$ cat src/rtl/dds_top.sv
// ---------------------------------------------------------------------------
// dds_top
// Purpose : DDS demo top level. A quadrature rotary encoder sets a decimal
//           tuning word (0..TW_MAX). A phase accumulator driven by that word
//           produces a square wave. The tuning word is shown in decimal on a
//           4-digit multiplexed 7-segment display.
// Ports   : Clock       - system clock, rising edge
//           Reset       - asynchronous, active-low reset
//           EncoderA_i  - encoder channel A (async, idle high)
//           EncoderB_i  - encoder channel B (async, idle high)
//           Signal_o    - DDS square-wave output (accumulator MSB, registered)
//           Cathodes_o  - digit select, one-hot active-low, bit0 = units
//           Segments_o  - segments {dp,g,f,e,d,c,b,a}, active-low, dp off
// ---------------------------------------------------------------------------
module dds_top #(
  parameter int CLOCK_HZ        = 25_000_000,
  parameter int ACC_W           = 16,
  parameter int DEBOUNCE_CYCLES = 100,
  parameter int REFRESH_CYCLES  = CLOCK_HZ / 1000,
  parameter int TW_MAX          = 9999
) (
  input  logic       Clock,
  input  logic       Reset,
  input  logic       EncoderA_i,
  input  logic       EncoderB_i,
  output logic       Signal_o,
  output logic [3:0] Cathodes_o,
  output logic [7:0] Segments_o
);

  localparam int TW_W = $clog2(TW_MAX + 1);
  localparam int DB_W = $clog2(DEBOUNCE_CYCLES + 1);
  localparam int RF_W = $clog2(REFRESH_CYCLES + 1);

  localparam logic [TW_W-1:0] TW_MAX_V   = TW_W'(TW_MAX);
  localparam logic [DB_W-1:0] DB_LAST    = DB_W'(DEBOUNCE_CYCLES - 1);
  localparam logic [RF_W-1:0] RF_LAST    = RF_W'(REFRESH_CYCLES - 1);

  // Channel 0 = A, channel 1 = B
  logic [1:0]            w_pins;
  logic [1:0]            r_meta;
  logic [1:0]            r_sync;
  logic [1:0]            r_deb;
  logic [1:0][DB_W-1:0]  r_dbCnt;
  logic                  r_aPrev;

  logic                  w_fall;
  logic                  w_inc;
  logic                  w_dec;
  logic                  w_carry;

  logic [TW_W-1:0]       r_tuningWord;
  logic [3:0][3:0]       r_digits;
  logic [3:0][3:0]       w_digitsNext;

  logic [ACC_W-1:0]      r_acc;
  logic                  r_signal;

  logic [RF_W-1:0]       r_refresh;
  logic [1:0]            r_idx;
  logic [3:0]            r_cathodes;
  logic [7:0]            r_segments;

  function automatic logic [7:0] segDecode(input logic [3:0] digit);
    case (digit)
      4'd0:    segDecode = 8'hC0;
      4'd1:    segDecode = 8'hF9;
      4'd2:    segDecode = 8'hA4;
      4'd3:    segDecode = 8'hB0;
      4'd4:    segDecode = 8'h99;
      4'd5:    segDecode = 8'h92;
      4'd6:    segDecode = 8'h82;
      4'd7:    segDecode = 8'hF8;
      4'd8:    segDecode = 8'h80;
      4'd9:    segDecode = 8'h90;
      default: segDecode = 8'hFF;
    endcase
  endfunction

  assign w_pins = {EncoderB_i, EncoderA_i};

  // Synchronizers and debouncers reset to the idle-high level so that
  // leaving reset never looks like a falling edge on A.
  always_ff @(posedge Clock or negedge Reset) begin
    if (!Reset) begin
      r_meta  <= 2'b11;
      r_sync  <= 2'b11;
      r_deb   <= 2'b11;
      r_dbCnt <= '0;
      r_aPrev <= 1'b1;
    end else begin
      r_meta  <= w_pins;
      r_sync  <= r_meta;
      r_aPrev <= r_deb[0];
      for (int c = 0; c < 2; c++) begin
        if (r_sync[c] == r_deb[c]) begin
          r_dbCnt[c] <= '0;
        end else if (r_dbCnt[c] == DB_LAST) begin
          r_deb[c]   <= r_sync[c];
          r_dbCnt[c] <= '0;
        end else begin
          r_dbCnt[c] <= r_dbCnt[c] + 1'b1;
        end
      end
    end
  end

  // One step per debounced falling edge of A; B selects the direction.
  assign w_fall = r_aPrev & ~r_deb[0];
  assign w_inc  = w_fall &  r_deb[1] & (r_tuningWord != TW_MAX_V);
  assign w_dec  = w_fall & ~r_deb[1] & (r_tuningWord != '0);

  // Ripple carry/borrow through the BCD digits, units first.
  always_comb begin
    w_digitsNext = r_digits;
    w_carry      = 1'b1;
    for (int i = 0; i < 4; i++) begin
      if (w_carry) begin
        if (w_inc) begin
          if (r_digits[i] == 4'd9) begin
            w_digitsNext[i] = 4'd0;
          end else begin
            w_digitsNext[i] = r_digits[i] + 4'd1;
            w_carry         = 1'b0;
          end
        end else if (w_dec) begin
          if (r_digits[i] == 4'd0) begin
            w_digitsNext[i] = 4'd9;
          end else begin
            w_digitsNext[i] = r_digits[i] - 4'd1;
            w_carry         = 1'b0;
          end
        end
      end
    end
  end

  always_ff @(posedge Clock or negedge Reset) begin
    if (!Reset) begin
      r_tuningWord <= '0;
      r_digits     <= '0;
    end else begin
      if (w_inc) begin
        r_tuningWord <= r_tuningWord + 1'b1;
      end else if (w_dec) begin
        r_tuningWord <= r_tuningWord - 1'b1;
      end
      r_digits <= w_digitsNext;
    end
  end

  // Phase accumulator wraps naturally modulo 2^ACC_W.
  always_ff @(posedge Clock or negedge Reset) begin
    if (!Reset) begin
      r_acc    <= '0;
      r_signal <= 1'b0;
    end else begin
      r_acc    <= r_acc + ACC_W'(r_tuningWord);
      r_signal <= r_acc[ACC_W-1];
    end
  end

  // Display scan: cathode and segments are registered together from the
  // same digit index, so they always switch in the same cycle.
  always_ff @(posedge Clock or negedge Reset) begin
    if (!Reset) begin
      r_refresh  <= '0;
      r_idx      <= 2'd0;
      r_cathodes <= 4'b1110;
      r_segments <= 8'hC0;
    end else begin
      if (r_refresh == RF_LAST) begin
        r_refresh <= '0;
        r_idx     <= r_idx + 2'd1;
      end else begin
        r_refresh <= r_refresh + 1'b1;
      end
      r_cathodes <= ~(4'b0001 << r_idx);
      r_segments <= segDecode(r_digits[r_idx]);
    end
  end

  assign Signal_o   = r_signal;
  assign Cathodes_o = r_cathodes;
  assign Segments_o = r_segments;

endmodule

$ cat config.mk
export PLATFORM = sky130hd
export DESIGN_NAME = dds_top
export DESIGN_NICKNAME = d
export VERILOG_FILES = /design/src/rtl/dds_top.sv
export SDC_FILE = /design/constraint.sdc
export NUM_CORES = 1
export LEC_CHECK = 0
export CORE_UTILIZATION = 50
export DETAILED_ROUTE_END_ITERATION = 8
export PLACE_DENSITY_LB_ADDON = 0.25
export SYNTH_ARGS = -nofsm -noshare
export SYNTH_HDL_FRONTEND = slang
export SYNTH_SLANG_ARGS = --single-unit
$ cat constraint.sdc
create_clock -name Clock -period 3.4 [get_ports Clock]
set_input_delay 0.68 -clock Clock [delete_from_list [all_inputs] [get_ports Clock]]
set_output_delay 0.68 -clock Clock [all_outputs]
set_load 0.03 [all_outputs]
Word-level counts from Yosys, hierarchy flattened
Memory sizes are Yosys's and may differ from the RTL's. A register that Yosys moved wholly into a read port is not among the register bits.
Index checks and enable logic that the tools add are counted.
{ "op_classes": {"add_sub_neg": 15, "order_cmp": 1, "eq_ne": 10, "shifts": 1, "n_mux": 39, "bitwise": 10, "n_reduce_logical": 12} }
{ "op_table": {"columns": ["cell", "count"], "rows": [
  ["4-bit two-way mux", 17],
  ["14-bit two-way mux", 2],
  ["7-bit two-way mux", 4],
  ["16-bit by 14-bit adder with 16-bit output", 1],
  ["4-bit by 1-bit adder with 4-bit output (second input constant)", 4],
  ["4-bit equality test (second input constant)", 4],
  ["4-bit logical NOT", 4],
  ["4-bit by 1-bit subtractor with 4-bit output (second input constant)", 4],
  ["15-bit by 1-bit adder with 15-bit output (second input constant)", 1],
  ["15-bit equality test (second input constant)", 1],
  ["15-bit two-way mux", 1],
  ["14-bit by 1-bit adder with 14-bit output (second input constant)", 1],
  ["7-bit by 1-bit adder with 7-bit output (second input constant)", 2],
  ["7-bit equality test (second input constant)", 2],
  ["1-bit two-way mux", 14],
  ["14-bit != test (second input constant)", 1],
  ["14-bit nonzero test", 1],
  ["14-bit by 1-bit subtractor with 14-bit output (second input constant)", 1],
  ["2-bit AND reduction", 5],
  ["4-bit binary-select mux with 2-bit select", 1],
  ["1-bit bitwise AND", 5],
  ["1-bit inverter", 4],
  ["4-bit inverter", 1],
  ["1-bit by 2-bit << shifter with 4-bit output (first input constant)", 1],
  ["other kinds (5)", 6]
]} }
{ "word_totals": {"regBits": 97, "romBits": 112, "word_cells": 107, "mem_count": 1} }
{ "mem_list": {"columns": ["name", "words", "word_bits", "rd", "rd_clocked_by_memory_dff", "write_ports", "line", "source"], "rows": [
  ["(no name shown)", 16, 7, 1, 1, 0, "65", "case (digit)"]
]} }

Depth between registers and ports, before layout
Gate-level depths: netlist of run 1.
{ "depth": {"ltp_word": 9, "depth_mapped": 15, "depth_no_buf": 12} }

Worst setup path after synthesis of run 1
Ideal clock, no wire load.
{ "synth_timing": {"kind": "reg-to-reg", "startpoint": "register r_tuningWord[7]", "endpoint": "register r_tuningWord[12]", "setup_ps": 122, "arrival_ps": 3334, "t_required_ps": 3278, "setup_slack_ps": -55, "path_stages_with_launch": 16, "path_buffers": 3, "synth_period_minus_slack_ps": 3455, "cell_sequence": "dfrtp_1 -> or4_1 -> nor4_1 -> or2_1 -> buf_2 -> inv_1 -> buf_2 -> buf_2 -> fa_1 -> nand3b_1 -> a21oi_1 -> o21ai_0 -> a21oi_1 -> a311oi_1 -> mux2i_1 -> nand2_1"} }
{ "synth_between": {"elab_chain_len": 3, "word_cells_on_any_way": 9} }
{ "synth_lines": {"columns": ["element", "line", "source"], "rows": [
  ["from (decl)", "52", "logic [TW_W-1:0] r_tuningWord;"],
  ["from (signal assigned)", "144", "r_tuningWord <= r_tuningWord + 1'b1;"],
  ["from (signal assigned)", "146", "r_tuningWord <= r_tuningWord - 1'b1;"],
  ["14-bit by 1-bit subtractor with 14-bit output (tied with other cells)", "146", null],
  ["14-bit two-way mux (tied with other cells)", "145", "end else if (w_dec) begin"],
  ["14-bit two-way mux / 2-bit nonzero test (equally long branches)", null, null]
]} }
Parallel ways exist; a longest one is shown, timed or not. The select of a mux whose other input is x is not followed.
A chain may end at the register's enable or synchronous reset.

Worst setup path after layout of run 1
Ends and elaborated chain as after synthesis.

==> impl_metrics.py, run 1 <==
metrics = {
    "detailed_routing": {
        "vias": 4245,
        "drc_errors": 0,
        "first_pass_iters": 5,
        "totalWireLength_um": 10700,
        "wire_per_inst_um": 14.22,
        "viasPerCell": 5.645,
        "drt_iter0_markers": 226,
        "detail-route-antenna-nets": 0,
    },
    "synth": {
        "synth_area_sq_mm": 0.005633,
        "ys_ff_latch": 96,
        "ys_types": 62,
        "yosysTopAreaCell": "dfrtp_1",
        "yosysTopAreaCellShare": 0.3776,
        "syn-num-nets": 638,
        "ys_warn_count": 0,
        "synth_edf_count": 0,
        "ys_seq_area_frac": 0.4289,
        "synth_ff_type": "dfrtp_1",
        "synthCells": 593,
        "ys_top_cells_by_area": "dfrtp_1, ha_1, xnor2_1, dfstp_2, nor2_1",
        "ys_async_sr_fraction": 1.000,
        "syn_area_per_cell_sq_um": 9.499,
    },
    "place": {
        "post-place-ws_ns": -0.03128,
        "port_buffers": 15,
        "place_inst": 734,
        "place_congestion": 0.8122,
        "hpwl_um": 7657,
    },
    "power": {
        "share_comb_of_total_power": 0.021,
        "p_switching_mw": 0.4308,
        "peakVddDrop_uv": 189.3,
        "power_frac_seq": 0.598,
        "p_total_mw": 1.934,
        "clockPowerShare": 0.380,
        "power.density_mw_per_mm2": 313.5,
        "p_leak_nw": 2.762,
        "p_int_mw": 1.503,
        "p_sw_frac": 0.2228,
    },
    "finish": {
        "final_cell_mix": "dfrtp_1, nor2_1, nand2_1, xnor2_1, ha_1",
        "drive_above_1_share": 0.1046,
        "antenna_cells": 0,
        "stdcell_count": 752,
        "nets": 652,
        "layout_commonest_cell": "dfrtp_1",
        "multi_input_area_sq_mm": 0.003014,
        "syn_to_final_growth_pct": 9.507,
        "fillers": 944,
        "seqCellArea_sq_mm": 0.002416,
    },
    "die": {
        "io-pin-count": 17,
        "die_area_sq_mm": 0.01169,
        "fp.dieW_um": 108.1,
        "rows": 38,
        "core_sq_mm": 0.01089,
        "die_h_um": 108.1,
        "start_util": 0.5174,
    },
    "global_route": {
        "track_usage": 0.2025,
        "antenna_found_initial": 0,
        "grt_pass1_wl_um": 18640,
        "overflow": 0,
        "grt_start_max_net_pins": 56,
        "grt_pass1_vias": 4152,
    },
    "timing": {
        "finalSetupTns_ns": 0,
        "fmax_mhz": 312.4,
        "layout_setup_ws_ns": 0.1986,
        "worst_pin_slew_ns": 0.7177,
        "fin_crit_ns": 3.201,
        "min_period_over_period": 0.9416,
        "finalClockSkew_ns": 0.01272,
        "drv_slew": 0,
        "setup_viol": 0,
        "finalHoldViolCount": 0,
        "maxSlewHeadroom": 0.5179,
    },
    "clock_network": {
        "cts_buffers": 9,
        "clockBufferDepth": 2,
        "clkTransAtPathRegs_ns": 0.09,
        "clk-insertion-delay-late_ns": 0.38,
        "cts-root-buf": "clkbuf_8",
        "clkSinkCount": 96,
        "cts_max_level": 3,
        "cts_tree": "yes",
    },
    "critical_path": {
        "crit_path_top_delay_cell": "or4_1",
        "crit_path_end_kind": "flop",
        "cp_max_fo": 5,
        "crit_type": "reg -> reg",
        "cp_top_family": "simple AND/OR/NAND/NOR gates",
        "crit_arrival_ns": 3.47,
        "startpoint_type": "flop",
        "max_stage_delay_ns": 0.57,
        "path_cells": "or4_1 > nor4_2 > or2_4 > inv_1 > fa_1 > nand3b_1 > a21oi_1 > o21ai_1 > a21oi_2 > a311oi_2 > mux2i_1 > nand2_1",
        "crit_buf_inv": 1,
        "worst_ep_required_time_ns": 3.67,
    },
    "worst_hold_path": {
        "hold_path_class": "in -> async",
    },
    "status": {
        "status": "completed",
    },
    "flow_run": {
        "max-cap-violations": 0,
    },
}
## logic make-up (layout without fill, tap and decap cells)
group | Yosys count | in the layout | synth area share
flip-flops | 96 | 96 | 0.4289
AND/OR/NAND/NOR | 210 | 210 | 0.1804
adder cells (fa/ha/maj) | 41 | 41 | 0.09374
multiplexers | 10 | 10 | 0.02710
AO/OA/AOI/OAI | 124 | 124 | 0.1404
buffers and inverters | 55 | 74 | 0.04176
other | 1 | 1 | 0.0006657
XOR/XNOR | 56 | 56 | 0.08707
## registers in the layout, summed over array words and instances, names as in the netlist
name,flops
Segments_o,7
r_acc,16
r_meta,2
r_tuningWord,14
r_idx,2
r_aPrev,1
Signal_o,1
r_refresh,15
r_dbCnt,14
r_sync,2
Cathodes_o,4
r_deb,2
r_digits,16
## worst reg2reg max path, cell delays in order, from the launching register on
cell and delay (ns):
dfrtp_1 0.38, or4_1 0.57, nor4_2 0.33, or2_4 0.20
inv_1 0.06, fa_1 0.39, nand3b_1 0.20, a21oi_1 0.20
o21ai_1 0.12, a21oi_2 0.25, a311oi_2 0.15, mux2i_1 0.19
nand2_1 0.07
## per-layer routing
| layer | up-vias | GRT usage | part of all wire |
|---|---|---|---|
| met5 | - | 0 | 0 |
| met1 | 2054 | 0.2567 | 0.47 |
| met3 | 20 | 0.04461 | 0.034 |
| met2 | 65 | 0.3321 | 0.48 |
| li1 | 2106 | - | - |
| met4 | 0 | 0.08806 | 0.019 |
## repair_timing
item,CTS,global route
endpoints found under the hold margin,0,0
buffers inserted,1,1
gates resized for setup,0,7
setup endpoints to repair,2,4
hold buffers,0,0
pin swaps,1,4
## Yosys cell counts (2+ instances only)
| cell | count |
|---|---|
| dfstp_2 | 11 |
| a211oi_1 | 2 |
| o31ai_1 | 5 |
| nor3b_1 | 3 |
| or4_1 | 5 |
| nand3_1 | 22 |
| a2bb2oi_1 | 2 |
| o41ai_1 | 2 |
| a21o_1 | 5 |
| a21oi_1 | 34 |
| nor2b_1 | 7 |
| inv_1 | 26 |
| o221ai_1 | 2 |
| nand4_1 | 6 |
| or2_2 | 3 |
| xor2_1 | 17 |
| buf_4 | 4 |
| nand2_1 | 49 |
| dfrtp_1 | 85 |
| xnor2_1 | 39 |
| o21ai_0 | 32 |
| a22oi_1 | 5 |
| o211ai_1 | 3 |
| a311oi_1 | 2 |
| mux2i_1 | 4 |
| or3_1 | 3 |
| or2_1 | 2 |
| a21boi_0 | 3 |
| nand3b_1 | 3 |
| clkbuf_1 | 19 |
| nor4b_1 | 4 |
| mux2_2 | 2 |
| nor2_1 | 61 |
| nor4_1 | 3 |
| buf_2 | 5 |
| nor3_1 | 19 |
| and2_1 | 5 |
| a31oi_1 | 9 |
| fa_1 | 2 |
| o21ai_1 | 3 |
| and3_1 | 8 |
| mux4_2 | 4 |
| nand2b_1 | 6 |
| ha_1 | 39 |
## final cells by class
cell class	count	area share
timing repair buffer	32	0.04462
tap	140	0.02840
multi-input combinational	442	0.4886
clock inverter	5	0.009533
sequential	96	0.3917
inverter	26	0.01582
clock buffer	11	0.02130
## per-stage QoR
stage	hold WS, ns	util	cell area, sq um
6_report	0.3317	0.5665	6168
5_1_grt	0.3671	0.5665	6168
4_1_cts	0.3525	0.5632	6132
2_1_floorplan	0.3452	-	5637
3_5_place_dp	0.3493	0.5450	5934
3_3_place_gp	0.3485	0.5450	5934
## power groups by stage
| stage | registers [mW] | logic (mW) | clock network [mW] |
|---|---|---|---|
| floorplan | 1.18 | 0.0128 | 0 |
| global placement | 1.18 | 0.0431 | 0 |
| detailed placement | 1.18 | 0.0439 | 0 |
| CTS | 1.16 | 0.0441 | 0.771 |
| global route | 1.16 | 0.0487 | 0.816 |
| finish | 1.16 | 0.0416 | 0.736 |
## path summary, 6_finish.rpt
| check | endpoint | slack, ns | from | cells after the start |
|---|---|---|---|---|
| max in group asynchronous | Cathodes_o[3] | 2.26 | Reset | 2 |
| hold / removal | r_dbCnt[3] | 0.33 | Reset | 1 |
| setup / recovery | r_tuningWord[12] | 0.20 | r_tuningWord[7] | 12 |
| min in group Clock | r_sync[1] | 0.36 | r_meta[1] | 0 |
| hold reg to reg | r_sync[1] | 0.36 | r_meta[1] | 0 |
| setup reg to reg | r_tuningWord[12] | 0.20 | r_tuningWord[7] | 12 |
No activity file was read; power rests on OpenSTA's default activity.
==> run 2, diff against run 1 <==
CTS_CLUSTER_DIAMETER = 200   (was unset)
==> results of run 2 <==
Final layout, timing and power as in run 1 (identical DEF).
